**config.mk**
```make
export PLATFORM = sky130hd
export DESIGN_NAME = ahb_spi_cmd_frontend
export DESIGN_NICKNAME = d
export VERILOG_FILES = /design/src/rtl/ahb_spi_cmd_frontend.sv
export SDC_FILE = /design/constraint.sdc
export NUM_CORES = 1
export LEC_CHECK = 0
export ABC_CLOCK_PERIOD_IN_PS = 3900
export CAP_MARGIN = 20
export CORE_AREA = 2 2 72 74
export CTS_CLUSTER_SIZE = 10
export DETAILED_ROUTE_END_ITERATION = 7
export DIE_AREA = 0 0 74 76
export PLACE_DENSITY = 0.88
export REMOVE_ABC_BUFFERS = 1
export SYNTH_ARGS = -nofsm -noshare
export SYNTH_HDL_FRONTEND = slang
export SYNTH_SLANG_ARGS = --single-unit
```
**constraint.sdc**
```tcl
create_clock -name HCLK -period 3.9 [get_ports HCLK]
set_input_delay 0.78 -clock HCLK [delete_from_list [all_inputs] [get_ports HCLK]]
set_output_delay 0.78 -clock HCLK [all_outputs]
set_load 0.02 [all_outputs]
```
**src/rtl/ahb_spi_cmd_frontend.sv**
```systemverilog
// ---------------------------------------------------------------------------
// ahb_spi_cmd_frontend
//
// AHB-Lite slave front end of the AHB-to-SPI bridge (HCLK domain). Every
// accepted legal transfer becomes one 41-bit entry {write, addr[7:0], data}
// pushed into the command FIFO. Reads hold the bus (HREADYOUT low) until the
// SPI side returns a word through the response FIFO. Transfers that are not
// 32-bit and word aligned get the two-cycle ERROR response.
//
// Optional feature, macro AHB_RD_TIMEOUT_EN:
//   RD_WAIT gives up after TIMEOUT_CYCLES cycles and answers ERROR. Each
//   abandoned read is remembered in a saturating 4-bit discard counter so
//   that its late response is popped and dropped instead of being returned
//   to a later read. Without the macro RD_WAIT waits indefinitely.
//
// Ports
//   HCLK, HRESETn        clock, asynchronous active-low reset
//   HSEL, HADDR, HTRANS,
//   HWRITE, HSIZE,
//   HWDATA, HREADY       AHB-Lite slave inputs (only HADDR[7:0] is carried)
//   HREADYOUT, HRESP,
//   HRDATA               AHB-Lite slave outputs
//   cmd_wr_en/_data      command FIFO write port, cmd_full its full flag
//   rsp_rd_en            response FIFO pop, rsp_data valid the cycle after
//   rsp_empty            response FIFO empty flag
// ---------------------------------------------------------------------------
module ahb_spi_cmd_frontend #(
  parameter int ADDR_BITS      = 8,
  parameter int TIMEOUT_CYCLES = 1024
) (
  input  logic        HCLK,
  input  logic        HRESETn,
  input  logic        HSEL,
  input  logic [31:0] HADDR,
  input  logic [1:0]  HTRANS,
  input  logic        HWRITE,
  input  logic [2:0]  HSIZE,
  input  logic [31:0] HWDATA,
  input  logic        HREADY,
  output logic        HREADYOUT,
  output logic        HRESP,
  output logic [31:0] HRDATA,
  output logic        cmd_wr_en,
  output logic [40:0] cmd_wr_data,
  input  logic        cmd_full,
  output logic        rsp_rd_en,
  input  logic [31:0] rsp_data,
  input  logic        rsp_empty
);

  typedef enum logic [2:0] {
    S_IDLE, S_WR, S_RD_PUSH, S_RD_WAIT, S_RD_CAPT, S_ERR1, S_ERR2
  } state_t;

  state_t                 state_q, state_d;
  logic [ADDR_BITS-1:0]   addr_q, addr_d;
  logic                   accept;
  logic                   legal;
  logic                   take;

  // NONSEQ and SEQ both have HTRANS[1] set; IDLE/BUSY are ignored.
  assign accept = HSEL & HREADY & HTRANS[1];
  assign legal  = (HSIZE == 3'b010) && (HADDR[1:0] == 2'b00);

  logic unused_ok;
  assign unused_ok = ^{HADDR[31:ADDR_BITS], HTRANS[0], 32'(TIMEOUT_CYCLES)};

`ifdef AHB_RD_TIMEOUT_EN
  localparam logic [9:0] TMO_LAST = 10'(TIMEOUT_CYCLES - 1);
  logic [9:0] tmr_q;
  logic [3:0] disc_q;
  logic       timeout;
  logic       drop;
`endif

  always_comb begin
    state_d     = state_q;
    addr_d      = addr_q;
    take        = 1'b0;
    HREADYOUT   = 1'b1;
    HRESP       = 1'b0;
    HRDATA      = '0;
    cmd_wr_en   = 1'b0;
    cmd_wr_data = '0;
    rsp_rd_en   = 1'b0;
`ifdef AHB_RD_TIMEOUT_EN
    timeout     = 1'b0;
    // A response owed to an abandoned read is the oldest one in the FIFO;
    // it is dropped whatever state we are in.
    drop        = (disc_q != 4'd0) && !rsp_empty;
    rsp_rd_en   = drop;
`endif

    case (state_q)
      S_IDLE: take = 1'b1;
      S_WR: begin
        HREADYOUT   = !cmd_full;
        cmd_wr_en   = !cmd_full;
        cmd_wr_data = {1'b1, addr_q, HWDATA};
        if (!cmd_full) begin
          state_d = S_IDLE;
          take    = 1'b1;
        end
      end
      S_RD_PUSH: begin
        HREADYOUT   = 1'b0;
        cmd_wr_en   = !cmd_full;
        cmd_wr_data = {1'b0, addr_q, 32'h0};
        if (!cmd_full) state_d = S_RD_WAIT;
      end
      S_RD_WAIT: begin
        HREADYOUT = 1'b0;
`ifdef AHB_RD_TIMEOUT_EN
        if (!drop) begin
          if (!rsp_empty) begin
            rsp_rd_en = 1'b1;
            state_d   = S_RD_CAPT;
          end else if (tmr_q == TMO_LAST) begin
            timeout = 1'b1;
            state_d = S_ERR1;
          end
        end
`else
        if (!rsp_empty) begin
          rsp_rd_en = 1'b1;
          state_d   = S_RD_CAPT;
        end
`endif
      end
      S_RD_CAPT: begin
        HRDATA = rsp_data;
        take   = 1'b1;
      end
      S_ERR1: begin
        HREADYOUT = 1'b0;
        HRESP     = 1'b1;
        state_d   = S_ERR2;
      end
      S_ERR2: begin
        // The master cancels whatever it presents here after seeing ERROR.
        HRESP   = 1'b1;
        state_d = S_IDLE;
      end
      default: state_d = S_IDLE;
    endcase

    // Address phase overlapping a completing data phase.
    if (take && accept) begin
      addr_d  = HADDR[ADDR_BITS-1:0];
      state_d = !legal ? S_ERR1 : (HWRITE ? S_WR : S_RD_PUSH);
    end
  end

  always_ff @(posedge HCLK or negedge HRESETn) begin
    if (!HRESETn) begin
      state_q <= S_IDLE;
      addr_q  <= '0;
`ifdef AHB_RD_TIMEOUT_EN
      tmr_q   <= '0;
      disc_q  <= '0;
`endif
    end else begin
      state_q <= state_d;
      addr_q  <= addr_d;
`ifdef AHB_RD_TIMEOUT_EN
      tmr_q   <= (state_q == S_RD_WAIT) ? tmr_q + 10'd1 : 10'd0;
      // timeout needs an empty FIFO and drop a non-empty one: never both.
      if (timeout && (disc_q != 4'hF)) disc_q <= disc_q + 4'd1;
      else if (drop)                   disc_q <= disc_q - 4'd1;
`endif
    end
  end

endmodule

```
==> results of run 1 <==
[cell type report]
cell class | instances | area [sq um]
Fill cell | 458 | 2167
Timing Repair Buffer | 161 | 1607
Multi-Input combinational cell | 104 | 725.7
Sequential cell | 11 | 275.3
Tap cell | 70 | 87.58
Clock buffer | 3 | 41.29
Clock inverter | 1 | 5.005
Inverter | 1 | 3.754
[worst max-delay path by stage]
stage               startpoint              end  cells after the start
floorplan           state_q[2]        HRDATA[0]                      2
global placement      cmd_full        HREADYOUT                      4
detailed placement    cmd_full        HREADYOUT                      4
CTS                 state_q[1]  cmd_wr_data[20]                      4
global route        state_q[0]  cmd_wr_data[20]                      4
finish              state_q[1]   cmd_wr_data[0]                      4
[cells by family after synthesis]
kind of cell / after synthesis / synth area share
xor gates and xnor gates: 1 / 0.008425
and+or+nand+nor: 87 / 0.5343
AOI/OAI and AO/OA: 5 / 0.03369
DFF: 11 / 0.2647
buffers and inverters: 10 / 0.04211
muxes: 11 / 0.1167
[critical path: stages, from the launching register on]
cell and delay (ns):
dfrtp_1 0.46, nor2b_1 0.17, and2b_1 0.58, and2_1 0.23, clkdlybuf4s50_1 0.62
[layer usage]
layer  track usage  part of all wire
met1        0.1594              0.38
met2        0.2705              0.51
met3       0.03836              0.11
met4       0.02545                 0
met5             0                 0
[synth_stat cells, drive strengths merged (2+ instances only)]
cell | count | area share
buf | 2 | 0.012
nor3 | 2 | 0.0096
mux2 | 9 | 0.097
clkbuf | 7 | 0.026
nor2b | 5 | 0.030
dfrtp | 11 | 0.26
and2 | 73 | 0.44
mux2i | 2 | 0.019
[stage by stage]
step           hold WS [ns]    util  worst slack, ns
2_1_floorplan        0.4721       -            1.114
3_3_place_gp         0.4815  0.5494           0.8949
3_5_place_dp         0.4950  0.5494           0.8622
4_1_cts              0.5074  0.5588           0.7693
5_1_grt              0.5230  0.5588           0.5491
6_report             0.5041  0.5588           0.8195
[power breakdown]
group | switching, uW | internal [uW]
clock | 44.7 | 70.3
sequential | 45.3 | 168
combinational | 490 | 558
total | 580 | 796
[sequential cells by signal, indices dropped and copies added, names as in the netlist]
name and flops:
state_q 3, addr_q 8
[cells in the final DEF, fill, tap and decap left out, drive strengths merged]
| master | instances |
|---|---|
| a211oi | 1 |
| a21o | 1 |
| a21oi | 1 |
| a221o | 1 |
| and2 | 73 |
| and2b | 1 |
| buf | 2 |
| clkbuf | 3 |
| clkdlybuf4s50 | 159 |
| clkinv | 1 |
| dfrtp | 11 |
| inv | 1 |
| mux2 | 9 |
| mux2i | 2 |
| nand4b | 1 |
| nor2 | 1 |
| nor2b | 5 |
| nor3 | 2 |
| nor3b | 1 |
| nor4bb | 1 |
| o21ai | 1 |
| or3 | 1 |
| or4b | 1 |
| xor2 | 1 |
==> reports/qor.yml, run 1 <==
ys_async_sr_fraction: 1.000
clk_pin_slew_ns: 0.05
post_cts_buffers: 0
min_path_cells: 1
finalHoldViolations: 0
power_uw: 1376
r2r_slack_ns: 2.30
cts_tree: "yes"
cts_resized: 0
holdPathEnd: "addr_q[3]"
rsz0062_at_grt: "false"
fin_nets: 390
drt_iter0_drc: 13
grt_max_degree: 34
reg2reg_depth: 4
final.setup_skew_ns: 0.003041
placed_area_sq_um: 2699
path_class: "reg2out"
outcome: "completed"
coreArea_sq_um: 4912
cts.sinks: 11
die_area_sq_um: 5624
reg2reg_from: "state_q[2]"
dp_hpwl_mm: 3.670
rows: 26
start_util: 0.2117
clockBufferDepth: 2
min_period_over_period: 0.7899
io_pins: 185
avgViaCountPerCell: 4.057
report.final.slew_viol_count: 0
route.detailed.drc: 0
antenna_cells: 0
synth_cell_types: 24
arrival_ns: 2.30
numCtsBuffers: 3
hold_class: "reg2reg"
dr.pass1.iters: 4
post-route-min-period_ns: 3.081
setup_viol: 0
ctsHoldBuffers: 0
grt_pass1_wl_mm: 6.499
netlist_area_sq_um: 1040
final_cells: 351
cts_root_buffer: "clkbuf_8"
ys_seq_elements: 11
syn_area_per_cell_sq_um: 8.318
end_kind: "output port"
drive_gt1_frac: 0.06050
grt_pass1_vias: 1402
dp.cells: 347
synth_ff_type: "dfrtp_1"
cp-start-kind: "register"
die_w_um: 74
p_leak_uw: 0.001070
peakVddDrop_uv: 280.8
antenna_found_initial: 0
cap_violations: 0
gr-total-overflow: 0
hp-start: "addr_q[3]"
slew_headroom: 0.5480
routed_wl_mm: 4.282
ys_seq_area_frac: 0.2647
clk_latency_ns: 0.24
htreeDepth: 1
syn_to_final_growth_pct: 164.0
yosys_warnings: 0
worst_pin_slew_ns: 0.6780
wl_per_cell_um: 12.20
grt_usage: 0.1443
die_y_um: 76
fin_area_sq_um: 2745
r2r_end: "addr_q[6]"
netlist_instances: 125
synth_edf_count: 0
place_congestion: 0.7141
crit_fanout: 33
port_buffers: 159
ant_nets: 0
setup_tns_ns: 0
pwr_density_cell_nw_per_um2: 501.2
critPathRequiredTime_ns: 3.12
vias: 1424
fmax_mhz: 324.6
(Power assumes the default switching activity.)
==> run 2, diff against run 1 <==
--- a/config.mk
+++ b/config.mk
@@ -5,13 +5,12 @@
 export SDC_FILE = /design/constraint.sdc
 export NUM_CORES = 1
 export LEC_CHECK = 0
-export ABC_CLOCK_PERIOD_IN_PS = 3900
+export ABC_CLOCK_PERIOD_IN_PS = 2600
 export CAP_MARGIN = 20
-export CORE_AREA = 2 2 72 74
+export CORE_UTILIZATION = 19
 export CTS_CLUSTER_SIZE = 10
 export DETAILED_ROUTE_END_ITERATION = 7
-export DIE_AREA = 0 0 74 76
-export PLACE_DENSITY = 0.88
+export PLACE_DENSITY = 0.82
 export REMOVE_ABC_BUFFERS = 1
 export SYNTH_ARGS = -nofsm -noshare
 export SYNTH_HDL_FRONTEND = slang
==> constraint.sdc (replaced) <==
create_clock -name HCLK -period 2.6 [get_ports HCLK]
set_input_delay 0.52 -clock HCLK [delete_from_list [all_inputs] [get_ports HCLK]]
set_output_delay 0.52 -clock HCLK [all_outputs]
set_load 0.02 [all_outputs]
==> reports/qor.yml, run 2 (synthesis results as in run 1) <==
final.setup_skew_ns: 0.002396  # was 0.003041 ns
die_area_sq_um: 5772  # was 5624 sq um
reg_top3: "addr_q x8, state_q x3"  # unchanged
final_cells: 354  # was 351
peakVddDrop_uv: 429.2  # was 280.8 uV
worst_pin_slew_ns: 0.5086  # was 0.6780 ns
grt_usage: 0.1525  # was 0.1443
ant_nets: 0  # unchanged
reg2reg_depth: 4  # unchanged
grt_pass1_wl_mm: 7.224  # was 6.499 mm
cts.sinks: 11  # unchanged
cp-start-kind: "input pin"  # was register
antenna_cells: 0  # unchanged
startpoint: "rsp_empty"  # was state_q[1]
p_leak_uw: 0.001644  # was 0.001070 uW
clk_latency_ns: 0.24  # about the same
r2r_slack_ns: 1.09  # was 2.30 ns
dr.pass1.iters: 3  # was 4
die_w_um: 75.98  # was 74 um
finalHoldViolations: 0  # unchanged
end_kind: "output port"  # unchanged
rows: 26  # unchanged
rsz0062_at_grt: "false"  # unchanged
fmax_mhz: 396.3
clk_pin_slew_ns: 0.05  # about the same
dp.cells: 350  # was 347
io_pins: 185  # unchanged
place_congestion: 0.7259  # was 0.7141
cap_violations: 0  # unchanged
vias: 1431  # was 1,424
grt_max_degree: 34  # unchanged
hp-start: "addr_q[7]"  # was addr_q[3]
start_util: 0.2010  # was 0.2117
regMostFlops: "addr_q"  # unchanged
gr-total-overflow: 0  # unchanged
post-route-min-period_ns: 2.524
critPathRequiredTime_ns: 2.08  # was 3.12 ns
syn_to_final_growth_pct: 176.1  # was 164.0%
htreeDepth: 1  # unchanged
coreArea_sq_um: 5172  # was 4912 sq um
setup_viol: 0  # unchanged
endpoint: "rsp_rd_en"  # was cmd_wr_data[0]
numCtsBuffers: 3  # unchanged
fin_nets: 393  # was 390
report.final.slew_viol_count: 0  # unchanged
cts_tree: "yes"  # unchanged
dp_hpwl_mm: 3.631  # was 3.670 mm
grt_pass1_vias: 1459  # was 1,402
clockBufferDepth: 2  # unchanged
wl_per_cell_um: 13.03  # was 12.20 um
port_buffers: 159  # unchanged
avgViaCountPerCell: 4.042  # was 4.057
setup_tns_ns: 0  # unchanged
ctsHoldBuffers: 0  # unchanged
route.detailed.drc: 0  # unchanged
antenna_found_initial: 0  # unchanged
outcome: "completed"  # unchanged
reg2reg_from: "state_q[2]"  # unchanged
die_y_um: 75.98  # was 76 um
routed_wl_mm: 4.614  # was 4.282 mm
r2r_end: "addr_q[6]"  # unchanged
largest_register_ffs: 8  # unchanged
arrival_ns: 2.00  # was 2.30 ns
slew_headroom: 0.6599  # was 0.5480
drive_gt1_frac: 0.08099  # was 0.06050
cts_root_buffer: "clkbuf_8"  # unchanged
pwr_density_cell_nw_per_um2: 731.4  # was 501.2 nW/um^2
final_common_cell: "clkdlybuf4s50_1"  # unchanged
final_cell_mix: "clkdlybuf4s50_1, and2_1, dlymetal6s2s_1"  # was clkdlybuf4s50_1, and2_1, dfrtp_1
hold_class: "reg2reg"  # unchanged
path_class: "in2out"  # was reg2out
drt_iter0_drc: 18  # was 13
crit_fanout: 2  # was 33
min_period_over_period: 0.9706
-- run 2: changes by cell type in the layout (fill, tap and decap cells not counted), sizes merged --
cell	change
dlymetal6s2s	+31
buf	+3
clkdlybuf4s50	-31
-- run 2: timing repair --
action | CTS | global route
resized for setup | 0 | 35
buffers inserted | 0 | 0
setup endpoints to repair | 0 | 66
-- run 2: power breakdown --
group          total (uW)  leakage, uW  internal, uW  switching [uW]
clock                 174    0.0000255           106            68.7
combinational        1600      0.00149           860             744
sequential            322     0.000131           255            66.7
total                2100      0.00164          1220             879
-- run 2: final cells by class --
class | instances | area, sq um
Clock buffer | 3 | 41.29
Clock inverter | 1 | 5.005
Fill cell | 470 | 2302
Inverter | 1 | 3.754
Multi-Input combinational cell | 104 | 732.0
Sequential cell | 11 | 277.8
Tap cell | 70 | 87.58
Timing Repair Buffer | 164 | 1723
-- run 2: how the worst min path moves through the flow --
stage                     end  slack (ns)  cells after the start
CTS                 addr_q[2]        0.50                      1
floorplan           addr_q[0]        0.22                      0
global placement    addr_q[5]        0.48                      1
global route        addr_q[7]        0.51                      1
detailed placement  addr_q[2]        0.49                      1
finish              addr_q[7]        0.49                      1
-- run 2: routing by layer --
metal / GRT usage / part of all wire
met2: 0.2682 / 0.49
met5: 0 / 0
met1: 0.1871 / 0.41
met4: 0.02115 / 0.0026
met3: 0.04551 / 0.095
-- run 2: critical path, cell delays in order --
cell and delay, ns:
clkdlybuf4s50_1 0.46, nor4bb_2 0.35, clkdlybuf4s50_1 0.67
-- run 2: per-stage QoR --
step           setup slack, ns  power [uW]    util  instance area, sq um  hold slack [ns]
2_1_floorplan          0.07389        1087       -                 999.7           0.2244
3_3_place_gp            0.1228        1910  0.5285                  2734           0.4802
3_5_place_dp           0.08187        1940  0.5285                  2734           0.4871
4_1_cts                0.03089        2123  0.5375                  2780           0.4989
5_1_grt               0.005544        2243  0.5549                  2870           0.5090
6_report               0.07643        2099  0.5549                  2870           0.4950
==> run 3, diff against run 2 <==
--- a/config.mk
+++ b/config.mk
@@ -12,6 +12,7 @@
 export DETAILED_ROUTE_END_ITERATION = 7
 export PLACE_DENSITY = 0.82
 export REMOVE_ABC_BUFFERS = 1
+export SLEW_MARGIN = 30
 export SYNTH_ARGS = -nofsm -noshare
 export SYNTH_HDL_FRONTEND = slang
 export SYNTH_SLANG_ARGS = --single-unit
==> results of run 3 <==
No change in the layout: final DEF, timing and power equal those of run 2.
